### src/rtl/ddr_frame_sched_if.sv
// Handshake bundle between the ADC capture / read-controller side and the frame scheduler.
// The master drives the capture events and strobes; the slave is the scheduler.
interface ddr_frame_sched_if #(
  parameter int unsigned NUM_CH = 10
);
  logic [NUM_CH-1:0] ch_wr_done;
  logic              ddr_ready;
  logic              data_valid;
  logic              clr_err;
  logic              data_ddr_flag;
  logic              busy;
  logic              frame_done;
  logic [15:0]       frame_cnt;
  logic              overrun;
  logic [NUM_CH-1:0] overrun_ch;
  logic              drain_err;

  modport master (
    output ch_wr_done, ddr_ready, data_valid, clr_err,
    input  data_ddr_flag, busy, frame_done, frame_cnt, overrun, overrun_ch, drain_err
  );

  modport slave (
    input  ch_wr_done, ddr_ready, data_valid, clr_err,
    output data_ddr_flag, busy, frame_done, frame_cnt, overrun, overrun_ch, drain_err
  );
endinterface

### src/rtl/ddr_frame_sched.sv
// Frame scheduler: waits for a block from every channel plus DDR readiness, launches one
// frame read, counts the drained words, and tracks channel overruns and drain timeouts.
module ddr_frame_sched #(
  parameter int unsigned NUM_CH    = 10,
  parameter int unsigned BURST_LEN = 8,
  parameter int unsigned DRAIN_TO  = 255
) (
  input  logic            clk_ps,
  input  logic            rst_n,
  ddr_frame_sched_if.slave bus
);

  localparam int unsigned FRAME_WORDS = NUM_CH * BURST_LEN;
  localparam int unsigned WC_W        = 7;
  localparam int unsigned TO_W        = 8;
  localparam int unsigned FC_W        = 16;

  typedef enum logic [2:0] {
    ST_IDLE   = 3'd0,
    ST_ARM    = 3'd1,
    ST_LAUNCH = 3'd2,
    ST_DRAIN  = 3'd3,
    ST_DONE   = 3'd4
  } state_t;

  state_t            r_state;
  logic [NUM_CH-1:0] r_pending;
  logic [WC_W-1:0]   r_word_cnt;
  logic [TO_W-1:0]   r_to_cnt;
  logic              r_flag;
  logic              r_busy;
  logic              r_frame_done;
  logic [FC_W-1:0]   r_frame_cnt;
  logic              r_overrun;
  logic [NUM_CH-1:0] r_overrun_ch;
  logic              r_drain_err;

  logic [NUM_CH-1:0] w_ovr_set;
  logic              w_in_drain;
  logic              w_last_word;
  logic              w_timeout;
  logic              w_to_set;

  // A repeat block on a still-pending channel is an overrun, except in DONE where it
  // belongs to the next frame.
  assign w_ovr_set   = bus.ch_wr_done & r_pending & {NUM_CH{r_state != ST_DONE}};
  assign w_in_drain  = (r_state == ST_DRAIN);
  assign w_last_word = w_in_drain && bus.data_valid && (r_word_cnt == WC_W'(FRAME_WORDS - 1));
  assign w_timeout   = w_in_drain && (r_to_cnt == TO_W'(DRAIN_TO - 1));
  assign w_to_set    = w_timeout && !w_last_word;

  always_ff @(posedge clk_ps or negedge rst_n) begin
    if (!rst_n) begin
      r_state      <= ST_IDLE;
      r_pending    <= '0;
      r_word_cnt   <= '0;
      r_to_cnt     <= '0;
      r_flag       <= 1'b0;
      r_busy       <= 1'b0;
      r_frame_done <= 1'b0;
      r_frame_cnt  <= '0;
      r_overrun    <= 1'b0;
      r_overrun_ch <= '0;
      r_drain_err  <= 1'b0;
    end else begin
      r_flag       <= 1'b0;
      r_frame_done <= 1'b0;
      r_pending    <= r_pending | bus.ch_wr_done;

      // Sticky errors: a set in the same cycle as clr_err wins.
      r_overrun_ch <= (r_overrun_ch & {NUM_CH{~bus.clr_err}}) | w_ovr_set;
      r_overrun    <= (r_overrun & ~bus.clr_err) | (|w_ovr_set);
      r_drain_err  <= (r_drain_err & ~bus.clr_err) | w_to_set;

      case (r_state)
        ST_IDLE: begin
          if (&r_pending) begin
            r_state <= ST_ARM;
            r_busy  <= 1'b1;
          end
        end
        ST_ARM: begin
          if (bus.ddr_ready) begin
            r_state <= ST_LAUNCH;
            r_flag  <= 1'b1;
          end
        end
        ST_LAUNCH: begin
          r_state    <= ST_DRAIN;
          r_word_cnt <= '0;
          r_to_cnt   <= '0;
        end
        ST_DRAIN: begin
          if (bus.data_valid) begin
            r_word_cnt <= r_word_cnt + WC_W'(1);
          end
          if (r_to_cnt != {TO_W{1'b1}}) begin
            r_to_cnt <= r_to_cnt + TO_W'(1);
          end
          if (w_last_word) begin
            r_state      <= ST_DONE;
            r_frame_done <= 1'b1;
            r_frame_cnt  <= r_frame_cnt + FC_W'(1);
          end else if (w_timeout) begin
            r_state <= ST_DONE;
          end
        end
        ST_DONE: begin
          // Pending restarts from whatever arrives this cycle.
          r_state   <= ST_IDLE;
          r_busy    <= 1'b0;
          r_pending <= bus.ch_wr_done;
        end
        default: begin
          r_state <= ST_IDLE;
          r_busy  <= 1'b0;
        end
      endcase
    end
  end

  assign bus.data_ddr_flag = r_flag;
  assign bus.busy          = r_busy;
  assign bus.frame_done    = r_frame_done;
  assign bus.frame_cnt     = r_frame_cnt;
  assign bus.overrun       = r_overrun;
  assign bus.overrun_ch    = r_overrun_ch;
  assign bus.drain_err     = r_drain_err;

endmodule

### src/flat_wrapper.sv
// flat-port wrapper written by rule: the top's interface ports become plain ports
module ddr_frame_sched_flat 
#(
  parameter int unsigned NUM_CH    = 10,
  parameter int unsigned BURST_LEN = 8,
  parameter int unsigned DRAIN_TO  = 255
)
  (clk_ps, rst_n, bus_ch_wr_done, bus_ddr_ready, bus_data_valid, bus_clr_err, bus_data_ddr_flag, bus_busy, bus_frame_done, bus_frame_cnt, bus_overrun, bus_overrun_ch, bus_drain_err);
  ddr_frame_sched_if #(.NUM_CH(NUM_CH)) bus_i ();
  input  logic clk_ps;
  input  logic rst_n;
  input wire logic [$bits(bus_i.ch_wr_done)-1:0] bus_ch_wr_done;
  input wire logic [$bits(bus_i.ddr_ready)-1:0] bus_ddr_ready;
  input wire logic [$bits(bus_i.data_valid)-1:0] bus_data_valid;
  input wire logic [$bits(bus_i.clr_err)-1:0] bus_clr_err;
  output wire logic [$bits(bus_i.data_ddr_flag)-1:0] bus_data_ddr_flag;
  output wire logic [$bits(bus_i.busy)-1:0] bus_busy;
  output wire logic [$bits(bus_i.frame_done)-1:0] bus_frame_done;
  output wire logic [$bits(bus_i.frame_cnt)-1:0] bus_frame_cnt;
  output wire logic [$bits(bus_i.overrun)-1:0] bus_overrun;
  output wire logic [$bits(bus_i.overrun_ch)-1:0] bus_overrun_ch;
  output wire logic [$bits(bus_i.drain_err)-1:0] bus_drain_err;
  assign bus_i.ch_wr_done = bus_ch_wr_done;
  assign bus_i.ddr_ready = bus_ddr_ready;
  assign bus_i.data_valid = bus_data_valid;
  assign bus_i.clr_err = bus_clr_err;
  assign bus_data_ddr_flag = bus_i.data_ddr_flag;
  assign bus_busy = bus_i.busy;
  assign bus_frame_done = bus_i.frame_done;
  assign bus_frame_cnt = bus_i.frame_cnt;
  assign bus_overrun = bus_i.overrun;
  assign bus_overrun_ch = bus_i.overrun_ch;
  assign bus_drain_err = bus_i.drain_err;
  ddr_frame_sched #(.NUM_CH(NUM_CH), .BURST_LEN(BURST_LEN), .DRAIN_TO(DRAIN_TO)) u_core (.clk_ps(clk_ps), .rst_n(rst_n), .bus(bus_i));
endmodule
### config.mk
export PLATFORM = sky130hd
export DESIGN_NAME = ddr_frame_sched_flat
export DESIGN_NICKNAME = d
export VERILOG_FILES = /design/src/rtl/ddr_frame_sched_if.sv /design/src/rtl/ddr_frame_sched.sv /design/src/flat_wrapper.sv
export SDC_FILE = /design/constraint.sdc
export NUM_CORES = 1
export LEC_CHECK = 0
export ABC_AREA = 1
export BUFFER_PORTS_ARGS = -buffer_cell sky130_fd_sc_hd__clkbuf_2
export CORE_MARGIN = 4
export CORE_UTILIZATION = 30
export CTS_CLUSTER_DIAMETER = 30
export DETAILED_ROUTE_END_ITERATION = 10
export GPL_TIMING_DRIVEN = 0
export PLACE_DENSITY_LB_ADDON = 0.12
export SYNTH_ARGS = -nofsm -noshare
export SYNTH_HDL_FRONTEND = slang
export SYNTH_SLANG_ARGS = --single-unit
### constraint.sdc
create_clock -name clk_ps -period 2.96 [get_ports clk_ps]
set_input_delay 0 -clock clk_ps [delete_from_list [all_inputs] [get_ports clk_ps]]
set_output_delay 0 -clock clk_ps [all_outputs]
set_load 0.02 [all_outputs]
## Yosys cells after proc, flatten, opt, wreduce, memory -nomap -nowiden

Index checks and enable logic that the tools add are counted.

| operators by class | value |
|---|---|
| mux-type cells | 16 |
| reductions and logical operators | 15 |
| equality and inequality tests | 13 |
| $add $sub $neg | 3 |
| bitwise gates (word level) | 11 |

Operator list:

| kind | number |
|---|---|
| 10-bit bitwise AND | 3 |
| 10-bit bitwise OR | 2 |
| 16-bit by 1-bit adder with 16-bit output, second input constant | 1 |
| 8-bit one-hot mux with 2 select lines | 1 |
| 7-bit one-hot mux with 2 select lines | 1 |
| 3-bit two-way mux | 4 |
| 3-bit one-hot mux with 4 select lines | 1 |
| 10-bit two-way mux | 1 |
| 10-bit AND reduction | 1 |
| 10-bit OR reduction | 1 |
| 8-bit by 1-bit adder with 8-bit output, second input constant | 1 |
| 8-bit == test, second input constant | 1 |
| 8-bit two-way mux | 1 |
| 8-bit inequality test, second input constant | 1 |
| 2-bit AND reduction | 4 |
| 7-bit by 1-bit adder with 7-bit output, second input constant | 1 |
| 7-bit == test, second input constant | 1 |
| 7-bit two-way mux | 1 |
| 3-bit by 2-bit == test with 1-bit output, second input constant | 2 |
| 2-bit inequality test, second input constant | 3 |
| 3-bit inequality test, second input constant | 2 |
| 1-bit two-way mux | 5 |
| 1-bit logical AND | 4 |
| 3-bit by 1-bit == test with 1-bit output, second input constant | 1 |
| other kinds (11) | 14 |

| storage, ports and cells | value |
|---|---|
| output and inout bits | 31 |
| logic and storage cells | 69 |
| bits in registers | 59 |
| input bits | 15 |

## Depth between registers and ports, before layout

| depth | value |
|---|---|
| depth in word-level cells | 6 |
| gate-level depth with buffers | 9 |
| depth with buffers taken out | 9 |

## Least setup slack after synthesis

Ideal clock, no wire load.

| path | value |
|---|---|
| kind | reg2reg |
| from | register u_core.r_frame_cnt[0], in the netlist u_core.bus.frame_cnt[0] |
| to | register u_core.r_frame_cnt[14], in the netlist u_core.bus.frame_cnt[14] |
| slack | 1.549 ns |
| clock period less this slack | 1.411 ns |
| arrival | 1.294 ns |
| buffers on the path | 0 |
| stages on the path, launching flop included | 9 |
| data required time | 2.843 ns |
| cell sequence | dfrtp_1 > ha_1 > inv_1 > nor2_1 > nand2_1 > nor2_2 > nand2_1 > nand2_1 > nand2_1 |

| on the way | value |
|---|---|
| cells in the longest elaborated chain, start to end | 1 |

RTL lines:

| item | RTL line | RTL |
|---|---|---|
| start: declaration | ddr_frame_sched.sv:33 | `logic [FC_W-1:0] r_frame_cnt;` |
| start signal: assignment | ddr_frame_sched.sv:103 | `r_frame_cnt <= r_frame_cnt + FC_W'(1);` |
| 16-bit by 1-bit adder with 16-bit output | ddr_frame_sched.sv:103 |  |

No other way between the ends.
A chain may end at the register's enable or synchronous reset.

## Worst setup path after layout

| path | value |
|---|---|
| from | register u_core.r_word_cnt[0] |
| to | register u_core.r_frame_cnt[11], in the netlist u_core.bus.frame_cnt[11] |

| on the way | value |
|---|---|
| cells in the longest elaborated chain, start to end | 3 |

RTL lines:

| item | RTL line | RTL |
|---|---|---|
| start: declaration | ddr_frame_sched.sv:28 | `logic [WC_W-1:0] r_word_cnt;` |
| start signal: assignment | ddr_frame_sched.sv:95 | `r_word_cnt <= r_word_cnt + WC_W'(1);` |
| 7-bit == test | ddr_frame_sched.sv:48 | `assign w_last_word = w_in_drain && bus.data_valid && (r_word_cnt == WC_W'(FRAME_WORDS - 1));` |
| 1-bit logical AND | ddr_frame_sched.sv:48 |  |
| 2-bit AND reduction (no source line) | -- |  |

No other way between the ends.

==> reports/metrics.cfg <==
[grt]
grt_max_degree=60
grt-ovfl-total=0
grt_pass1_vias=2298
antenna_found_initial=0
grt_pass1_wl_um=10600
grt_use_total_pct=11.9

[synth]
postSynthAreaPerCell_um2=8.20
synth_xor_area_share_pct=3.06
synth_top_family_by_area=simple AND/OR/NAND/NOR gates
synth_compound_area_share_pct=6.43
yosys_register_bits=59
synth_edf_count=0
synthMuxAreaShare_pct=0
synth_fa_ha_area_share_pct=1.75
synth_cells=349
yosys_warnings=0
synth_simple_gate_area_share_pct=31.2
async_reset_ff_share_pct=100
synth_area_leaders=dfrtp_1 52%, nand2_1 14%, nand3_1 5.4%
ys_seq_area_share_pct=51.6
synthDistinctLibCells=27
post-synth-top-area-fraction_pct=51.6
syn_area_um2=2860
synthFlopType=dfrtp_1
synth.largest_area_cell=dfrtp_1
yosysMostFrequentCell=nand2_1
synth_fp_nets=368
synth_common_cells=109 x nand2_1, 59 x dfrtp_1, 37 x inv_1

[placed_design]
hpwl_um=4440
place_area_um2=3250
dp.cells=523
place_ws_ns=1.32
place.gp.congestion=0.778
portBuffers=45

[setup_path]
crit_required_ns=3.18
arrival_ns=1.83
critPathKind=reg2reg
max_stage_delay_ns=0.45
critical_path.most_common_cell=nand2_1
critPathSlowestCell=dfrtp_1
critPathCaptureType=register
cp_cell_sequence=ha_1 > nand3_1 > nor2_1 > nand2_2 > buf_6 > nor2_4 > nand2_1 > nand2_1 > nand2_1
start_kind=register
crit_fanout=10

[clock_network]
h-tree-depth=3
clock_latency_ns=0.32
root_buffer=clkbuf_8
cts.reportedPaths.clkPinSlew_ns=0.06
cts_buffer_depth=2
cts_made_buffers=9
tritoncts=built
cts_sinks=59
postCtsSetupBuffers=0

[sta]
holdWs_ns=0.0143
fin_setup_tns_ns=0
fin_crit_sh_pct=54.4
setup-violations-final=0
hold_viol_final=0
post-route-min-period_ns=1.61
clock_skew_ns=0.00548
tightest_slew_ns=0.823
slew_headroom_pct=45.2
layout_setup_ws_ns=1.35
rsz0062_at_grt=no
fmax_mhz=621
slew_violations=0

[job]
cap_violations=0

[cells_and_area]
finalNonFillerCells=552
final_core_util_pct=38.5
seq_area_um2=1480
fin_nets=437
diodes=0
drive_above_1_share_pct=18.2
fillers=966
finalInstanceArea_um2=3560
multi_input_area_um2=1210
area_growth_pct=24.5

[power]
p_leak_nw=1.79
vdd_drop_max_mv=0.249
power_mw=2.07
cellPowerDensity_nw_per_um2=580

[drt]
drc_errors=0
initialDrtViolationCount=77
viasPerCell=4.29
first_pass_iters=4
drt_wl_total_um=6260
drtAntennaViolNets=0
wl_per_cell_um=11.3
vias=2368

[floorplanning]
start_util_pct=31.0
fp.dieH_um=106
ios=46
rows=35
die_w_um=106
coreArea_um2=9240
die_area_um2=11200

[hold_path]
hp-class=in2reg

[status]
status=complete, no violations

==> final timing paths <==
path | start | end | slack (ns) | cells after the start
worst max-delay path | u_core.r_word_cnt[0] | u_core.bus.frame_cnt[11] | 1.35 | 9
worst min-delay path | bus_data_valid | u_core.r_word_cnt[0] | 0.01 | 3
worst max register to register | u_core.r_word_cnt[0] | u_core.bus.frame_cnt[11] | 1.35 | 9
worst min register to register | u_core.bus.busy | u_core.bus.busy | 0.47 | 2
max in group asynchronous | rst_n | u_core.bus.overrun_ch[3] | 2.09 | 2
min in group asynchronous | rst_n | u_core.r_word_cnt[3] | 0.34 | 2
==> logic make-up (layout without fill, tap and decap cells) <==
logic type,count (synthesis),count (layout)
DFF,59,59
adders and majority gates,4,4
xor gates and xnor gates,10,10
and+or+nand+nor,202,202
buffers and inverters,43,117
AOI/OAI and AO/OA,31,31
==> critical path, delay by kind of cell, from the launching register on <==
family,cells,cell delay [ns]
fa+ha+maj,1,0.22
buf+inv,1,0.17
flops,1,0.45
simple gates,7,0.66
==> registers in the layout, indices dropped and copies added, names as in the netlist <==
signal and count:
u_core.bus.frame_cnt 16, u_core.bus.overrun_ch 10, u_core.r_pending 10, u_core.r_to_cnt 8, u_core.r_word_cnt 7, u_core.r_state 3
u_core.bus.busy 1, u_core.bus.data_ddr_flag 1, u_core.bus.drain_err 1, u_core.bus.frame_done 1, u_core.bus.overrun 1
==> area by class of cell <==
cell class / instances / share of cell area, %
flip-flops and latches: 59 / 41.5
multi-input cells: 247 / 34.1
inverters: 40 / 4.22
repair buffers: 58 / 10.1
clock inverters: 4 / 0.703
clock buffers: 12 / 4.36
plain buffers: 3 / 0.562
well taps: 129 / 4.53
==> layer usage <==
metal  wire length (um)  track usage [%]  up-vias
li1                   -                -     1254
met1               3140             15.1     1073
met2               2840             19.5       39
met3                246             4.10        2
met4                 29             2.78        0
met5                  0                0        -
==> power by group <==
group	switching (mW)	internal, mW	total (mW)
clock network	0.316	0.347	0.663
logic	0.315	0.144	0.459
registers	0.0680	0.875	0.943
==> what timing repair did <==
item / in CTS / in global routing
setup endpoints to repair: 0 / 0
endpoints found under the hold margin: 80 / 0
gates resized for setup: 0 / 0
hold buffers: 13 / 0
==> cell usage in the layout (no fill, tap or decap), types with 10 or more instances in the layout <==
cell / instances
nand2_1: 109
dfrtp_1: 59
clkbuf_2: 44
inv_1: 37
nor2_1: 36
nand3_1: 31
o21ai_0: 16
dlygate4sd3_1: 13
clkbuf_8: 11
a21o_1: 10
Power figures use the tool's default switching activity.
